$ cat src/rtl/audio_clip_multi_if.sv
// Bus bundle for the N-channel audio clipper: frame slot, threshold, sample
// buses and status outputs. master = audio path driver, slave = clipper.
interface audio_clip_multi_if #(
    parameter int DATA_W = 16,
    parameter int NCH    = 2
);
    logic [7:0]            cnt256_n;
    logic [DATA_W-2:0]     thr;
    logic [NCH*DATA_W-1:0] ch_in;
    logic [NCH*DATA_W-1:0] ch_out;
    logic [NCH-1:0]        clip_flag;
    logic                  out_valid;
    logic                  busy;
    logic [15:0]           clip_cnt;

    modport master (
        output cnt256_n, thr, ch_in,
        input  ch_out, clip_flag, out_valid, busy, clip_cnt
    );

    modport slave (
        input  cnt256_n, thr, ch_in,
        output ch_out, clip_flag, out_valid, busy, clip_cnt
    );
endinterface

$ cat src/rtl/audio_clip_multi.sv
// N-channel hard clipper: snapshots a frame on START_SLOT, clips one channel per
// clock through a shared comparator, presents on OUT_SLOT. Optional macro: CLIP_CNT_EN.
module audio_clip_multi #(
    parameter int DATA_W     = 16,
    parameter int NCH        = 2,
    parameter int START_SLOT = 0,
    parameter int OUT_SLOT   = 1
) (
    input  logic             clk,
    input  logic             rst_n,
    audio_clip_multi_if.slave bus
);
    localparam int         IDX_W    = (NCH > 1) ? $clog2(NCH) : 1;
    localparam logic [7:0] START_U  = 8'(START_SLOT);
    localparam logic [7:0] OUT_U    = 8'(OUT_SLOT);
    localparam logic [IDX_W-1:0] LAST_IDX = IDX_W'(NCH - 1);

    typedef enum logic {
        IDLE = 1'b0,
        PROC = 1'b1
    } state_t;

    state_t            state_reg, state_next;
    logic [IDX_W-1:0]  idx_reg, idx_next;
    logic [DATA_W-2:0] thr_s_reg;

    logic start_slot;
    logic out_slot;
    logic proc_step;
    logic last_step;
    logic out_valid_reg;

    logic [NCH*DATA_W-1:0] snap_flat;
    logic [DATA_W-1:0]     cur_x;
    logic [DATA_W-1:0]     hi_lim;
    logic [DATA_W-1:0]     lo_lim;
    logic [DATA_W-1:0]     clip_y;
    logic                  clip_f;

    assign start_slot = (bus.cnt256_n == START_U);
    assign out_slot   = (bus.cnt256_n == OUT_U);
    // A start slot always wins over processing, which is what aborts a frame in flight.
    assign proc_step  = (state_reg == PROC) && !start_slot;
    assign last_step  = proc_step && (idx_reg == LAST_IDX);

    always_comb begin
        state_next = state_reg;
        idx_next   = idx_reg;
        if (start_slot) begin
            state_next = PROC;
            idx_next   = '0;
        end else if (state_reg == PROC) begin
            if (idx_reg == LAST_IDX) begin
                state_next = IDLE;
                idx_next   = '0;
            end else begin
                idx_next = idx_reg + 1'b1;
            end
        end
    end

    always_ff @(posedge clk) begin
        if (!rst_n) begin
            state_reg     <= IDLE;
            idx_reg       <= '0;
            thr_s_reg     <= '0;
            out_valid_reg <= 1'b0;
        end else begin
            state_reg     <= state_next;
            idx_reg       <= idx_next;
            out_valid_reg <= out_slot;
            if (start_slot) begin
                thr_s_reg <= bus.thr;
            end
        end
    end

    // Shared comparator: the current channel is selected from the snapshot by idx.
    always_comb begin
        cur_x = '0;
        for (int k = 0; k < NCH; k++) begin
            if (idx_reg == IDX_W'(k)) begin
                cur_x = snap_flat[k*DATA_W +: DATA_W];
            end
        end
    end

    // -thr-1 is the bitwise complement of the zero-extended threshold.
    assign hi_lim = {1'b0, thr_s_reg};
    assign lo_lim = ~hi_lim;

    always_comb begin
        clip_y = cur_x;
        clip_f = 1'b0;
        if ($signed(cur_x) > $signed(hi_lim)) begin
            clip_y = hi_lim;
            clip_f = 1'b1;
        end else if ($signed(cur_x) < $signed(lo_lim)) begin
            clip_y = lo_lim;
            clip_f = 1'b1;
        end
    end

    genvar gi;
    generate
        for (gi = 0; gi < NCH; gi++) begin : g_ch
            logic [DATA_W-1:0] snap_reg;
            logic [DATA_W-1:0] work_reg;
            logic [DATA_W-1:0] commit_reg;
            logic [DATA_W-1:0] out_reg;
            logic              wflag_reg;
            logic              cflag_reg;
            logic              oflag_reg;
            logic              hit;

            assign hit = proc_step && (idx_reg == IDX_W'(gi));

            always_ff @(posedge clk) begin
                if (!rst_n) begin
                    snap_reg   <= '0;
                    work_reg   <= '0;
                    commit_reg <= '0;
                    out_reg    <= '0;
                    wflag_reg  <= 1'b0;
                    cflag_reg  <= 1'b0;
                    oflag_reg  <= 1'b0;
                end else begin
                    if (start_slot) begin
                        snap_reg <= bus.ch_in[gi*DATA_W +: DATA_W];
                    end
                    if (hit) begin
                        work_reg  <= clip_y;
                        wflag_reg <= clip_f;
                    end
                    // The channel being clipped on the last step bypasses the work buffer.
                    if (last_step) begin
                        commit_reg <= hit ? clip_y : work_reg;
                        cflag_reg  <= hit ? clip_f : wflag_reg;
                    end
                    if (out_slot) begin
                        out_reg   <= commit_reg;
                        oflag_reg <= cflag_reg;
                    end
                end
            end

            assign snap_flat[gi*DATA_W +: DATA_W]  = snap_reg;
            assign bus.ch_out[gi*DATA_W +: DATA_W] = out_reg;
            assign bus.clip_flag[gi]               = oflag_reg;
        end
    endgenerate

    assign bus.out_valid = out_valid_reg;
    assign bus.busy      = (state_reg == PROC);

`ifdef CLIP_CNT_EN
    logic [15:0] clip_cnt_reg;

    always_ff @(posedge clk) begin
        if (!rst_n) begin
            clip_cnt_reg <= 16'h0000;
        end else if (proc_step && clip_f && (clip_cnt_reg != 16'hFFFF)) begin
            clip_cnt_reg <= clip_cnt_reg + 16'h0001;
        end
    end

    assign bus.clip_cnt = clip_cnt_reg;
`else
    assign bus.clip_cnt = 16'h0000;
`endif

endmodule

$ cat src/flat_wrapper.sv
// flat-port wrapper written by rule: the top's interface ports become plain ports
module audio_clip_multi_flat 
#(
    parameter int DATA_W     = 16,
    parameter int NCH        = 2,
    parameter int START_SLOT = 0,
    parameter int OUT_SLOT   = 1
)
  (clk, rst_n, bus_cnt256_n, bus_thr, bus_ch_in, bus_ch_out, bus_clip_flag, bus_out_valid, bus_busy, bus_clip_cnt);
  audio_clip_multi_if #(.DATA_W(DATA_W), .NCH(NCH)) bus_i ();
  input  logic clk;
  input  logic rst_n;
  input wire logic [$bits(bus_i.cnt256_n)-1:0] bus_cnt256_n;
  input wire logic [$bits(bus_i.thr)-1:0] bus_thr;
  input wire logic [$bits(bus_i.ch_in)-1:0] bus_ch_in;
  output wire logic [$bits(bus_i.ch_out)-1:0] bus_ch_out;
  output wire logic [$bits(bus_i.clip_flag)-1:0] bus_clip_flag;
  output wire logic [$bits(bus_i.out_valid)-1:0] bus_out_valid;
  output wire logic [$bits(bus_i.busy)-1:0] bus_busy;
  output wire logic [$bits(bus_i.clip_cnt)-1:0] bus_clip_cnt;
  assign bus_i.cnt256_n = bus_cnt256_n;
  assign bus_i.thr = bus_thr;
  assign bus_i.ch_in = bus_ch_in;
  assign bus_ch_out = bus_i.ch_out;
  assign bus_clip_flag = bus_i.clip_flag;
  assign bus_out_valid = bus_i.out_valid;
  assign bus_busy = bus_i.busy;
  assign bus_clip_cnt = bus_i.clip_cnt;
  audio_clip_multi #(.DATA_W(DATA_W), .NCH(NCH), .START_SLOT(START_SLOT), .OUT_SLOT(OUT_SLOT)) u_core (.clk(clk), .rst_n(rst_n), .bus(bus_i));
endmodule
$ cat config.mk
export PLATFORM = sky130hd
export DESIGN_NAME = audio_clip_multi_flat
export DESIGN_NICKNAME = d
export VERILOG_FILES = /design/src/rtl/audio_clip_multi_if.sv /design/src/rtl/audio_clip_multi.sv /design/src/flat_wrapper.sv
export SDC_FILE = /design/constraint.sdc
export NUM_CORES = 1
export LEC_CHECK = 0
export ABC_AREA = 1
export BUFFER_PORTS_ARGS = -buffer_cell sky130_fd_sc_hd__buf_2
export CAP_MARGIN = 0
export CORE_MARGIN = 2
export CORE_UTILIZATION = 40
export DETAILED_ROUTE_END_ITERATION = 10
export HOLD_SLACK_MARGIN = 0.08
export PLACE_DENSITY = 0.62
export SYNTH_ARGS = -nofsm -noshare
export SYNTH_HDL_FRONTEND = slang
export SYNTH_SLANG_ARGS = --single-unit
$ cat constraint.sdc
create_clock -name clk -period 3.23 [get_ports clk]
set_input_delay 0.323 -clock clk [delete_from_list [all_inputs] [get_ports clk]]
set_output_delay 0.323 -clock clk [all_outputs]
set_load 0.05 [all_outputs]
Word-level counts from Yosys, hierarchy flattened. Cells that the tools add are included.

Register bits after elaboration: 135. Input bits: 57. Output and inout port bits: 52. Word-level logic and storage cells: 40.

Add/subtract/negate cells: 1. $lt $le $gt $ge: 2. Equal/unequal tests: 1. Mux-type cells: 11. Bitwise gates (word level): 3. Reduce and logical (&&, ||, !) cells: 6.

Operators by type and width (count): 16-bit 2-to-1 mux (4); 16-bit greater-than comparator (1); 16-bit less-than comparator (1); 15-bit inverter with 16-bit output (1); 8-bit by 1-bit equality test with 1-bit output (second input constant) (1); 8-bit logical NOT (1); 1-bit 2-to-1 mux (7); 1-bit logical AND (3); 1-bit inverter (2); 2-bit OR reduction (1); 1-bit adder (second input constant) (1); 1-bit logical NOT (1).

Depth between registers and ports, before layout.
Depth in word-level cells: 5. Gate-level depth with buffers: 24. Depth with buffers taken out: 20.

Worst setup path before layout. OpenSTA, ideal clock, no wires.

Kind: register to register. From: register u_core.idx_reg. To: register u_core.g_ch[0].work_reg[1]. Library setup time: 0.128 ns. Arrival time: 2.943 ns. Required time: 3.102 ns. Setup slack: 0.159 ns. Cell stages (with the launch flop): 24. Buffers on the path: 4. Period minus slack after synthesis: 3.071 ns. Path through: dfxtp_1 > buf_6 > inv_2 > clkbuf_1 > nand2_1 > nand2_1 > ha_1 > inv_1 > a21oi_1 > nor2_1 > nor2_1 > nor2_1 > nor2_1 > o21ai_0 > a21oi_1 > ha_1 > inv_2 > clkbuf_1 > clkbuf_1 > o21ai_0 > nand2_1 > nand3_1 > nand2_1 > nor2_1.

Word-level cells in the longest chain between the ends: 5. Elaborated cells on any way between the ends: 8. Those cells by class: order compare (2); mux (4); bitwise (1); reduce/logical (1).

Ends and longest elaborated chain: start, declared (RTL line audio_clip_multi.sv:24) `logic [IDX_W-1:0] idx_reg, idx_next;`; start signal, assigned (RTL line audio_clip_multi.sv:70) `idx_reg <= idx_next;`; 16-bit 2-to-1 mux (RTL line audio_clip_multi.sv:82) `if (idx_reg == IDX_W'(k)) begin`; 16-bit less-than comparator (RTL line audio_clip_multi.sv:98) `end else if ($signed(cur_x) < $signed(lo_lim)) begin`; 16-bit 2-to-1 mux (RTL line audio_clip_multi.sv:98); 16-bit 2-to-1 mux (RTL line audio_clip_multi.sv:95) `if ($signed(cur_x) > $signed(hi_lim)) begin`; 16-bit 2-to-1 mux (*); end signal, assigned (RTL line audio_clip_multi.sv:132) `work_reg <= clip_y;`; end, declared (RTL line audio_clip_multi.sv:108) `logic [DATA_W-1:0] work_reg;`.

Mark *: on every way between the ends. The rest lies on a longest branch, timed or not. A chain may end at the register's enable or synchronous reset.

Worst setup path after layout.
From: register u_core.idx_reg. To: register u_core.g_ch[0].work_reg[9].

The elaborated chain is that of the path after synthesis.

==> results.sh <==
export IMPL_outcome="finished, final reports clean"
export IMPL_grt_first_pass_wirelength_um=25010
export IMPL_drt_antenna_violating_nets=0
export IMPL_y_dimension_of_the_die_um=130.0
export IMPL_sw_frac_of_total_pct=23.19
export IMPL_globalplace_congestion=0.8923
export IMPL_power_share_of_the_sequential_group_pct=44.5
export IMPL_timing_max_slew_rel_slack_pct=21.36
export IMPL_timing_final_crit_period_ns=2.913
export IMPL_worst_hold_path_type="in2reg"
export IMPL_grt_overflow=0
export IMPL_route_vias_total=5614
export IMPL_power_leakage_nw=3.646
export IMPL_timing_hold_worst_path_depth=3
export IMPL_regToRegEndpoint="u_core.g_ch[0].work_reg[9]"
export IMPL_antenna_found_initial=0
export IMPL_clock_insertion_delay_worst_skew_ns=0.42
export IMPL_area_growth_synth_to_final_pct=17.91
export IMPL_worst_r2r_setup_slack_ns=0.32
export IMPL_power_share_clock_pct=50.8
export IMPL_internal_power_mw=2.889
export IMPL_end_kind="register"
export IMPL_startpoint="u_core.idx_reg"
export IMPL_worstPathMaxFanout=15
export IMPL_max_slew_worst_pin_slew_ns=1.180
export IMPL_clk_skew_ns=0.01191
export IMPL_worst_setup_path_category="reg2reg"
export IMPL_worstReg2RegStart="u_core.idx_reg"
export IMPL_gate_count_post_synth=870
export IMPL_detail_route_wl_per_cell_um=13.05
export IMPL_die_w_um=130.0
export IMPL_placeableCoreArea_um2=15710
export IMPL_critical_path_required_ns=3.57
export IMPL_total_die_area_um2=16890
export IMPL_synth_area_um2=6349
export IMPL_cts_root_buf="clkbuf_16"
export IMPL_period_share_pct=90.19
export IMPL_drive_gt1_share_pct=15.95
export IMPL_finalNetCount=1029
export IMPL_power_per_cell_area_nw_per_um2=502.4
export IMPL_combPwrFrac_pct=4.7
export IMPL_finalWirelength_um=15250
export IMPL_clkTransAtPathRegs_ns=0.06
export IMPL_clock_path_buffers=2
export IMPL_num_fill_cells=1646
export IMPL_numPlacedInstances=1136
export IMPL_timing_max_cap_violations=0
export IMPL_hold_viol_final=0
export IMPL_min_delay_worst_endpoint="u_core.g_ch[0].snap_reg[0]"
export IMPL_synthesized_flop_and_latch_total=135
export IMPL_drt_first_pass_iters=7
export IMPL_setup_viol=0
export IMPL_tritoncts_num_sinks=135
export IMPL_yosysSeqAreaShare_pct=42.57
export IMPL_reg2reg_depth=19
export IMPL_crit_slowest_cell="dfxtp_1"
export IMPL_hold_path_startpoint="bus_ch_in[0]"
export IMPL_setup_tns_final_ns=0
export IMPL_num_io_pins=109
export IMPL_worstSetupStartpointType="register"
export IMPL_critical_path_top_delay_family="simple AND/OR/NAND/NOR gates"
export IMPL_cts_tree="done"
export IMPL_htreeDepth=4
export IMPL_total_power_mw=3.761
export IMPL_highest_achievable_clock_rate_ghz=0.3433
export IMPL_num_antenna_cells=0
export IMPL_starting_utilization_of_the_core_area_pct=40.40
export IMPL_rsz0062_at_grt="no"
export IMPL_numCtsBuffers=17
export IMPL_irDropWorstVdd_mv=0.3598
export IMPL_post_dp_hpwl_um=10480
export IMPL_cp_common_cell="nor2_1"
export IMPL_arrival_ns=3.26
export IMPL_finalNonFillerCells=1169
export IMPL_global_route_usage_total_pct=18.69
export IMPL_switchingPower_mw=0.8721
export IMPL_synth_warning_count=0
export IMPL_detail_route_vias_per_cell=4.802
export IMPL_syn_avg_cell_area_um2=7.297
export IMPL_finalMaxSlewViolations=0
export IMPL_yosysUniqueCellTypes=33
export IMPL_port_buffer_count=92
export IMPL_rows=46
export IMPL_first_iter_violations=378
export IMPL_tightest_hold_margin_ns=0.1181
export IMPL_grt_start_max_net_pins=82
export IMPL_critPathMaxStageDelay_ns=0.40
export IMPL_vias_in_the_first_global_route=5087
export IMPL_worst_path_buf_inv=2
export IMPL_path_cells="buf_6 -> nand2_1 -> nand2_1 -> ha_1 -> nor2_1 -> nor2_1 -> nor2_1 -> nor2_1 -> nor2_1 -> nor2_1 -> o21ai_1 -> a21oi_1 -> ha_2 -> clkinv_2 -> o21ai_0 -> nand2_1 -> nand3_1 -> nand2_1 -> nor2_1"
export IMPL_drc_errors=0
==> cells in the final DEF, fill, tap and decap left out, types with 17 or more instances in the layout <==
| master | instances |
|---|---|
| nand4_1 | 18 |
| a211oi_1 | 17 |
| nor2_1 | 150 |
| inv_1 | 81 |
| ha_1 | 31 |
| nand2_1 | 150 |
| a21oi_1 | 46 |
| buf_2 | 92 |
| clkbuf_16 | 17 |
| nand3_1 | 48 |
| o21ai_0 | 83 |
| dfxtp_1 | 135 |
==> worst max-delay path by stage <==
stage,slack (ns),endpoint,cells past startpoint
after floorplan,0.16,u_core.g_ch[0].work_reg[1],23
after global placement,0.15,u_core.g_ch[0].work_reg[4],18
after detailed placement,0.13,u_core.g_ch[0].work_reg[4],18
after CTS,0.12,u_core.g_ch[0].work_reg[4],18
after global routing,0.02,u_core.g_ch[0].work_reg[4],20
final,0.32,u_core.g_ch[0].work_reg[9],19
==> power by group through the flow <==
| stage | clock network [mW] | registers [mW] | logic, mW |
|---|---|---|---|
| finish | 1.91 | 1.67 | 0.177 |
| global route | 2.04 | 1.67 | 0.194 |
| CTS | 1.95 | 1.67 | 0.176 |
| detailed placement | 0 | 1.71 | 0.176 |
| global placement | 0 | 1.71 | 0.176 |
| floorplan | 0 | 1.72 | 0.130 |
==> routing by layer <==
layer  up-vias  share of wire [%]  global-route usage (%)
met5         -                  0                       0
met1      2530                 51                   26.33
li1       2930                  -                       -
met3        15                4.6                   4.100
met4         0                1.3                   5.882
met2       139                 44                   28.61
==> cell type report <==
cell class                 instances  area (um^2)  area share, %
clock buffer                      20        456.7          6.101
clock inverter                    12        126.4          1.688
inverter                          87        334.1          4.463
multi-input combinational        595         3044          40.67
sequential                       135         2703          36.10
tap                              216        270.3          3.610
timing repair buffer             103        546.8          7.304
timing repair inverter             1        5.005        0.06686
==> tightest hold or removal path: cells and delay by family <==
kind / cells / cell delay [ns]
buf+inv: 1 / 0.08
simple gates: 2 / 0.11
==> cells in the mapped netlist <==
cell type  number  area (um^2)
nand2_1       150        563.0
nor2_1        150        563.0
dfxtp_1       135         2703
o21ai_0        84        420.4
inv_1          81        304.0
nand3_1        48        240.2
a21oi_1        46        230.2
clkbuf_1       42        157.7
ha_1           32        400.4
buf_4          20        150.1
nand4_1        18        112.6
a211oi_1       17        127.6
o211a_1        15        150.1
inv_2           6        22.52
buf_2           4        20.02
a21o_1          2        15.01
nand2_2         2        12.51
nor2_2          2        12.51
nor3_1          2        10.01
a221oi_1        1        8.760
buf_1           1        3.750
buf_6           1        11.26
conb_1          1        3.750
mux2i_1         1        10.01
nand2_4         1        11.26
nor2_4          1        11.26
nor3_2          1        10.01
nor3_4          1        16.27
nor3b_1         1        7.510
nor4_1          1        6.260
nor4_2          1        12.51
o21ai_1         1        5.000
o21ai_4         1        16.27
==> what timing repair did <==
action,in CTS,in global routing
hold buffers,0,0
gates resized for setup,0,8
buffers inserted,0,0
setup endpoints to repair,0,28
==> per-stage QoR <==
step           utilization [%]  setup slack (ns)  area [um^2]
5_1_grt                  47.64           0.02148         7486
6_report                 47.64            0.3170         7486
2_1_floorplan                -            0.1592         6405
3_5_place_dp             43.81            0.1253         6884
4_1_cts                  47.52            0.1215         7467
3_3_place_gp             43.81            0.1474         6884
==> logic make-up after synthesis <==
family,after synthesis,synth area share (%)
AOI/OAI and AO/OA,167,15.33
adders and majority gates,32,6.307
buffers and inverters,155,10.54
DFF,135,42.57
muxes,1,0.1577
other,1,0.05907
and+or+nand+nor,379,25.03
No activity file was read; power rests on OpenSTA's default activity.
